--- src/rtl/std_seq_divmod_pkg.sv ---
// std_seq_divmod_pkg
// Shared definitions for the sequential divider slice: the controller
// state encoding and a helper that sizes the iteration counter.
// Optional feature macro used by this slice: STD_SEQ_DIVMOD_SIGNED_EN.
package std_seq_divmod_pkg;

  typedef enum logic [1:0] {
    IDLE = 2'd0,
    BUSY = 2'd1,
    DONE = 2'd2
  } state_e;

  // The counter is loaded with WIDTH itself, so it needs room for WIDTH+1 values.
  function automatic int cnt_width(input int width);
    return $clog2(width + 1);
  endfunction

endpackage

--- src/rtl/std_seq_divmod_step.sv ---
// std_seq_divmod_step
// One purely combinational restoring-division iteration.
// Ports:
//   rem_i          partial remainder (WIDTH+1 bits)
//   dividendBit_i  next dividend bit, MSB first
//   divisor_i      divisor magnitude
//   rem_o          next partial remainder
//   quoBit_o       quotient bit produced by this iteration
module std_seq_divmod_step #(
  parameter int WIDTH = 32
) (
  input  logic [WIDTH:0]   rem_i,
  input  logic             dividendBit_i,
  input  logic [WIDTH-1:0] divisor_i,
  output logic [WIDTH:0]   rem_o,
  output logic             quoBit_o
);

  logic [WIDTH:0]   shifted;
  logic [WIDTH+1:0] diff;

  // Trial subtract one bit wider than the shifted remainder so the borrow
  // shows up as the sign bit. A set top bit in rem_i means the shifted value
  // already exceeds any divisor, so the subtract must succeed.
  always_comb begin
    shifted  = {rem_i[WIDTH-1:0], dividendBit_i};
    diff     = {1'b0, shifted} - {2'b00, divisor_i};
    quoBit_o = rem_i[WIDTH] | ~diff[WIDTH+1];
    rem_o    = quoBit_o ? diff[WIDTH:0] : shifted;
  end

endmodule

--- src/rtl/std_seq_divmod.sv ---
// std_seq_divmod
// Multi-cycle divider producing quotient and remainder with a go/done
// handshake. One quotient bit is resolved per cycle, MSB first; a result
// is presented WIDTH+1 cycles after go is accepted.
// Ports:
//   clk            rising-edge clock
//   reset          asynchronous, active-low reset
//   go             start request, sampled only when not busy
//   left, right    dividend and divisor, sampled with go
//   out_quotient   quotient, held until the next accepted go completes
//   out_remainder  remainder, held likewise
//   done           single-cycle pulse, results valid in that cycle
// Optional macro STD_SEQ_DIVMOD_SIGNED_EN selects two's complement
// operation (truncating quotient, remainder takes the dividend's sign).
module std_seq_divmod
  import std_seq_divmod_pkg::*;
#(
  parameter int WIDTH = 32
) (
  input  logic             clk,
  input  logic             reset,
  input  logic             go,
  input  logic [WIDTH-1:0] left,
  input  logic [WIDTH-1:0] right,
  output logic [WIDTH-1:0] out_quotient,
  output logic [WIDTH-1:0] out_remainder,
  output logic             done
);

  localparam int CW = cnt_width(WIDTH);

  state_e           state_q, state_d;
  logic [CW-1:0]    count_q, count_d;
  logic [WIDTH-1:0] dq_q, dq_d;
  logic [WIDTH-1:0] divisor_q, divisor_d;
  logic [WIDTH:0]   partRem_q, partRem_d;
  logic [WIDTH-1:0] resQuo_q, resQuo_d;
  logic [WIDTH-1:0] resRem_q, resRem_d;
  logic             done_q, done_d;

  logic [WIDTH:0]   stepRem;
  logic             stepQuoBit;
  logic             accept;
  logic [WIDTH-1:0] leftMag, rightMag;
  logic [WIDTH-1:0] quoFinal, remFinal, quoFixed, remFixed;

  // dq_q starts as the dividend; each iteration shifts its MSB into the
  // remainder and the new quotient bit into its LSB, so after WIDTH steps it
  // holds the quotient.
  std_seq_divmod_step #(.WIDTH(WIDTH)) uStep (
    .rem_i         (partRem_q),
    .dividendBit_i (dq_q[WIDTH-1]),
    .divisor_i     (divisor_q),
    .rem_o         (stepRem),
    .quoBit_o      (stepQuoBit)
  );

  assign accept   = go && (state_q != BUSY);
  assign quoFinal = {dq_q[WIDTH-2:0], stepQuoBit};
  assign remFinal = stepRem[WIDTH-1:0];

`ifdef STD_SEQ_DIVMOD_SIGNED_EN
  logic negQuo_q, negQuo_d, negRem_q, negRem_d;

  // Iterate on magnitudes. The most-negative value negates to itself, which
  // read as unsigned is exactly its magnitude.
  assign leftMag  = left[WIDTH-1]  ? -left  : left;
  assign rightMag = right[WIDTH-1] ? -right : right;
  assign quoFixed = negQuo_q ? -quoFinal : quoFinal;
  assign remFixed = negRem_q ? -remFinal : remFinal;

  // Sign flags are captured with the operands. A zero divisor leaves the
  // all-ones quotient untouched, and negating |left| restores left exactly.
  always_comb begin
    negQuo_d = negQuo_q;
    negRem_d = negRem_q;
    if (accept) begin
      negQuo_d = (left[WIDTH-1] ^ right[WIDTH-1]) & (|right);
      negRem_d = left[WIDTH-1];
    end
  end

  always_ff @(posedge clk or negedge reset) begin
    if (!reset) begin
      negQuo_q <= 1'b0;
      negRem_q <= 1'b0;
    end else begin
      negQuo_q <= negQuo_d;
      negRem_q <= negRem_d;
    end
  end
`else
  assign leftMag  = left;
  assign rightMag = right;
  assign quoFixed = quoFinal;
  assign remFixed = remFinal;
`endif

  // Next-state and datapath control. Results are written only on the last
  // iteration, so outputs stay stable through IDLE and the following BUSY.
  always_comb begin
    state_d   = state_q;
    count_d   = count_q;
    dq_d      = dq_q;
    divisor_d = divisor_q;
    partRem_d = partRem_q;
    resQuo_d  = resQuo_q;
    resRem_d  = resRem_q;
    done_d    = 1'b0;
    unique case (state_q)
      IDLE, DONE: begin
        if (go) begin
          state_d   = BUSY;
          dq_d      = leftMag;
          divisor_d = rightMag;
          partRem_d = '0;
          count_d   = CW'(WIDTH);
        end else begin
          state_d = IDLE;
        end
      end
      BUSY: begin
        partRem_d = stepRem;
        dq_d      = quoFinal;
        count_d   = count_q - CW'(1);
        if (count_q == CW'(1)) begin
          state_d  = DONE;
          resQuo_d = quoFixed;
          resRem_d = remFixed;
          done_d   = 1'b1;
        end
      end
      default: state_d = IDLE;
    endcase
  end

  always_ff @(posedge clk or negedge reset) begin
    if (!reset) begin
      state_q   <= IDLE;
      count_q   <= '0;
      dq_q      <= '0;
      divisor_q <= '0;
      partRem_q <= '0;
      resQuo_q  <= '0;
      resRem_q  <= '0;
      done_q    <= 1'b0;
    end else begin
      state_q   <= state_d;
      count_q   <= count_d;
      dq_q      <= dq_d;
      divisor_q <= divisor_d;
      partRem_q <= partRem_d;
      resQuo_q  <= resQuo_d;
      resRem_q  <= resRem_d;
      done_q    <= done_d;
    end
  end

  assign out_quotient  = resQuo_q;
  assign out_remainder = resRem_q;
  assign done          = done_q;

endmodule

--- config.mk ---
export PLATFORM = sky130hd
export DESIGN_NAME = std_seq_divmod
export DESIGN_NICKNAME = d
export VERILOG_FILES = /design/src/rtl/std_seq_divmod_pkg.sv /design/src/rtl/std_seq_divmod_step.sv /design/src/rtl/std_seq_divmod.sv
export SDC_FILE = /design/constraint.sdc
export NUM_CORES = 1
export LEC_CHECK = 0
export BUFFER_PORTS_ARGS = -buffer_cell sky130_fd_sc_hd__clkbuf_2
export CAP_MARGIN = 40
export CORE_UTILIZATION = 40
export CTS_CLUSTER_DIAMETER = 100
export DETAILED_ROUTE_END_ITERATION = 7
export GPL_ROUTABILITY_DRIVEN = 1
export HOLD_SLACK_MARGIN = 0.03
export PLACE_DENSITY_LB_ADDON = 0.1
export SLEW_MARGIN = 0
export SYNTH_ARGS = -nofsm -noshare
export SYNTH_HDL_FRONTEND = slang
export SYNTH_SLANG_ARGS = --single-unit
--- constraint.sdc ---
create_clock -name clk -period 2.63 [get_ports clk]
set_input_delay 0.263 -clock clk [delete_from_list [all_inputs] [get_ports clk]]
set_output_delay 0.263 -clock clk [all_outputs]
set_load 0.02 [all_outputs]
==> results.ini <==
[min_path]
min_path_type=in -> reg

[die]
die_area_um2=22300
core.rowCount=53
die_w_um=149
dieHeight_um=149
pin_count=132
start_util_pct=41.1
core_um2=21200

[worst_setup_path]
critPathLaunchType=flip-flop
cp.arrival_ns=3.17
crit_top_cell=buf_4
cp_slowest_stage_delay_ns=0.40
worst-setup-path-type=reg -> reg
crit_chain=ha_1 -> and4_1 -> buf_4 -> a221oi_2 -> buf_4 -> nand2b_1 -> nand3_2 -> a31oi_4 -> buf_8 -> buf_12 -> buf_16 -> o21ai_4 -> mux2_4
reg2reg_slack_ns=-0.22
critPathSlowestCell=dfrtp_1
crit_required_ns=2.96
endpoint_kind=flip-flop
path_buf_inv=5
crit_family=buffers and inverters
worstPathMaxFanout=6

[sta]
relSlewSlack_pct=47.4
rsz0062_at_grt=yes
max_clock_freq_mhz=351
slew_viol_final=0
setup_viol=66
period_share_pct=108
fin_skew_ns=0.0130
final_hold_viol_count=0
max_slew.worst_pin.slew_ns=0.789
period_minus_slack_ns=2.85
worst_slack_ns=-0.215

[cells_and_area]
fin_cells=1562
layout_commonest_cell=nand2_1
layout.nets=1376
multiInputGateArea_um2=4880
ff_latch_area_um2=4250
num_antenna_cells=0
post-route-util_pct=60.3
drive_above_1_share_pct=34.9
area_growth_pct=46.8
fillers=1836
final_cell_mix=nand2_1, dfrtp_1, clkbuf_2
final_area_um2=12800

[synthesis]
synth_top_area_share_pct=48.9
synth_edf_count=0
synthDistinctLibCells=62
syn-cell-area_um2=8690
yosys_warnings=0
seq_area_frac_synth_pct=48.9
ys_seq_elements=170
synthTopCellsByArea=dfrtp_1, nand2_1, o21ai_0
syn_inst=981
syn_area_per_cell_um2=8.86
synth_ff_type=dfrtp_1
synth_async_sr_flop_share_pct=100
synth_nets=1083
synth_top_area_cell=dfrtp_1

[run_status]
status=complete, but fails checks
violations=setup timing

[detailed_routing]
wirelength_um=24900
via_per_inst=5.07
ant_nets=0
drt_first_pass_iters=5
drc=0
wl_per_cell_um=16.0
first_iter_violations=378
num_vias=7914

[job]
drv_cap=0

[placement]
portBuffers=131
hpwl_um=16100
placed_area_um2=10600
place.gp.congestion=0.896
dp_cells=1466

[clocking]
cts-root-buf=clkbuf_16
numCtsBuffers=17
numClockSinks=170
cts_tree=yes
htree_num_levels=4
clockBufferDepth=2
clock_latency_ns=0.44
clk_pin_slew_worst_paths_ns=0.07

[global_routing]
grt_pass1_wl_um=40100
overflow=0
antenna_found_initial=0
grt_usage_pct=23.0
grt_max_degree=98
grt_pass1_vias=8044

## worst register-to-register path: cells and delay by family, from the launching register on
| family | cells | cell delay, ns |
|---|---|---|
| buffers and inverters | 5 | 0.74 |
| AOI/OAI and AO/OA | 3 | 0.57 |
| and+or+nand+nor | 3 | 0.47 |
| DFF | 1 | 0.40 |
| adders and majority gates | 1 | 0.29 |
| muxes | 1 | 0.25 |
## through the flow
| step | hold slack [ns] | setup WS, ns | TNS, ns |
|---|---|---|---|
| 5_1_grt | 0.0356 | -0.350 | -15.63 |
| 3_5_place_dp | 0.301 | -0.358 | -12.38 |
| 2_1_floorplan | -0.0326 | 0.00432 | 0 |
| 6_report | 0.0392 | -0.215 | -7.25 |
| 4_1_cts | 0.0304 | -0.182 | -4.81 |
| 3_3_place_gp | 0.301 | -0.337 | -9.98 |
## cell usage after synthesis (3+ instances only)
| cell | n |
|---|---|
| xor2_1 | 12 |
| dfrtp_1 | 170 |
| a21oi_2 | 3 |
| a21oi_1 | 52 |
| buf_1 | 3 |
| o211ai_1 | 4 |
| inv_1 | 45 |
| a221o_1 | 3 |
| nand2b_1 | 8 |
| nor2b_1 | 6 |
| buf_6 | 3 |
| nand2_1 | 274 |
| and4_1 | 4 |
| nand3_1 | 19 |
| o21ai_0 | 96 |
| a22oi_1 | 30 |
| mux2_2 | 5 |
| mux2i_1 | 15 |
| a31oi_1 | 9 |
| and3_1 | 5 |
| a22o_1 | 4 |
| o21ai_1 | 5 |
| xnor2_1 | 14 |
| buf_2 | 5 |
| a21o_1 | 13 |
| and2_1 | 4 |
| o21a_1 | 3 |
| nor2_1 | 41 |
| ha_1 | 34 |
| clkbuf_1 | 43 |
| nor3_1 | 8 |
## final cells by class
class	count	area share (%)
multi-input combinational	710	38.3
sequential	170	33.3
timing repair buffer	329	19.6
clock buffer	17	3.33
tap	275	2.70
clock inverter	15	1.40
inverter	46	1.39
## registers in the layout, summed over array words and instances (netlist names)
register and count:
count_q 6, divisor_q 32, done 1, dq_q 32
out_quotient 32, out_remainder 32, partRem_q 33, state_q 2
## metal layers
metal	vias to the layer above	global-route usage, %	wire [um]	share of wire, %
met5	-	0	0	0
met4	0	5.20	331	1.3
met3	25	4.91	1040	4.2
met2	155	37.8	11800	47
met1	3811	31.0	11800	47
li1	3923	-	-	-
## timing repair
| item | in CTS | in global routing |
|---|---|---|
| gates cloned | 2 | 2 |
| hold buffers | 41 | 0 |
| setup endpoints to repair | 67 | 67 |
| setup buffers | 17 | 8 |
| pin swaps | 50 | 40 |
| gates resized for setup | 140 | 90 |
| hold endpoints to repair | 101 | 0 |
## kinds of logic (layout without fill, tap and decap cells)
family	Yosys count	count (layout)	share of synthesized area, %
and+or+nand+nor	377	377	17.9
AOI/OAI and AO/OA	252	252	18.3
DFF	170	170	48.9
buffers and inverters	101	407	4.73
adders and majority gates	35	35	5.12
xor gates and xnor gates	26	26	2.62
muxes	20	20	2.37
## worst paths after layout
path | startpoint | end | depth (start not counted)
min in group asynchronous | reset | partRem_q[12]$_DFFE_PN0P_ | 2
setup / recovery | partRem_q[17]$_DFFE_PN0P_ | out_remainder[1]$_DFFE_PN0P_ | 13
hold / removal | right[30] | divisor_q[30]$_DFFE_PN0P_ | 3
hold reg to reg | out_quotient[6]$_DFFE_PN0P_ | out_quotient[6]$_DFFE_PN0P_ | 2
setup reg to reg | partRem_q[17]$_DFFE_PN0P_ | out_remainder[1]$_DFFE_PN0P_ | 13
max in group asynchronous | reset | dq_q[30]$_DFFE_PN0P_ | 3
Power is not shown: default switching activity piles up to over one toggle a cycle in this logic, so the estimate is an artifact.
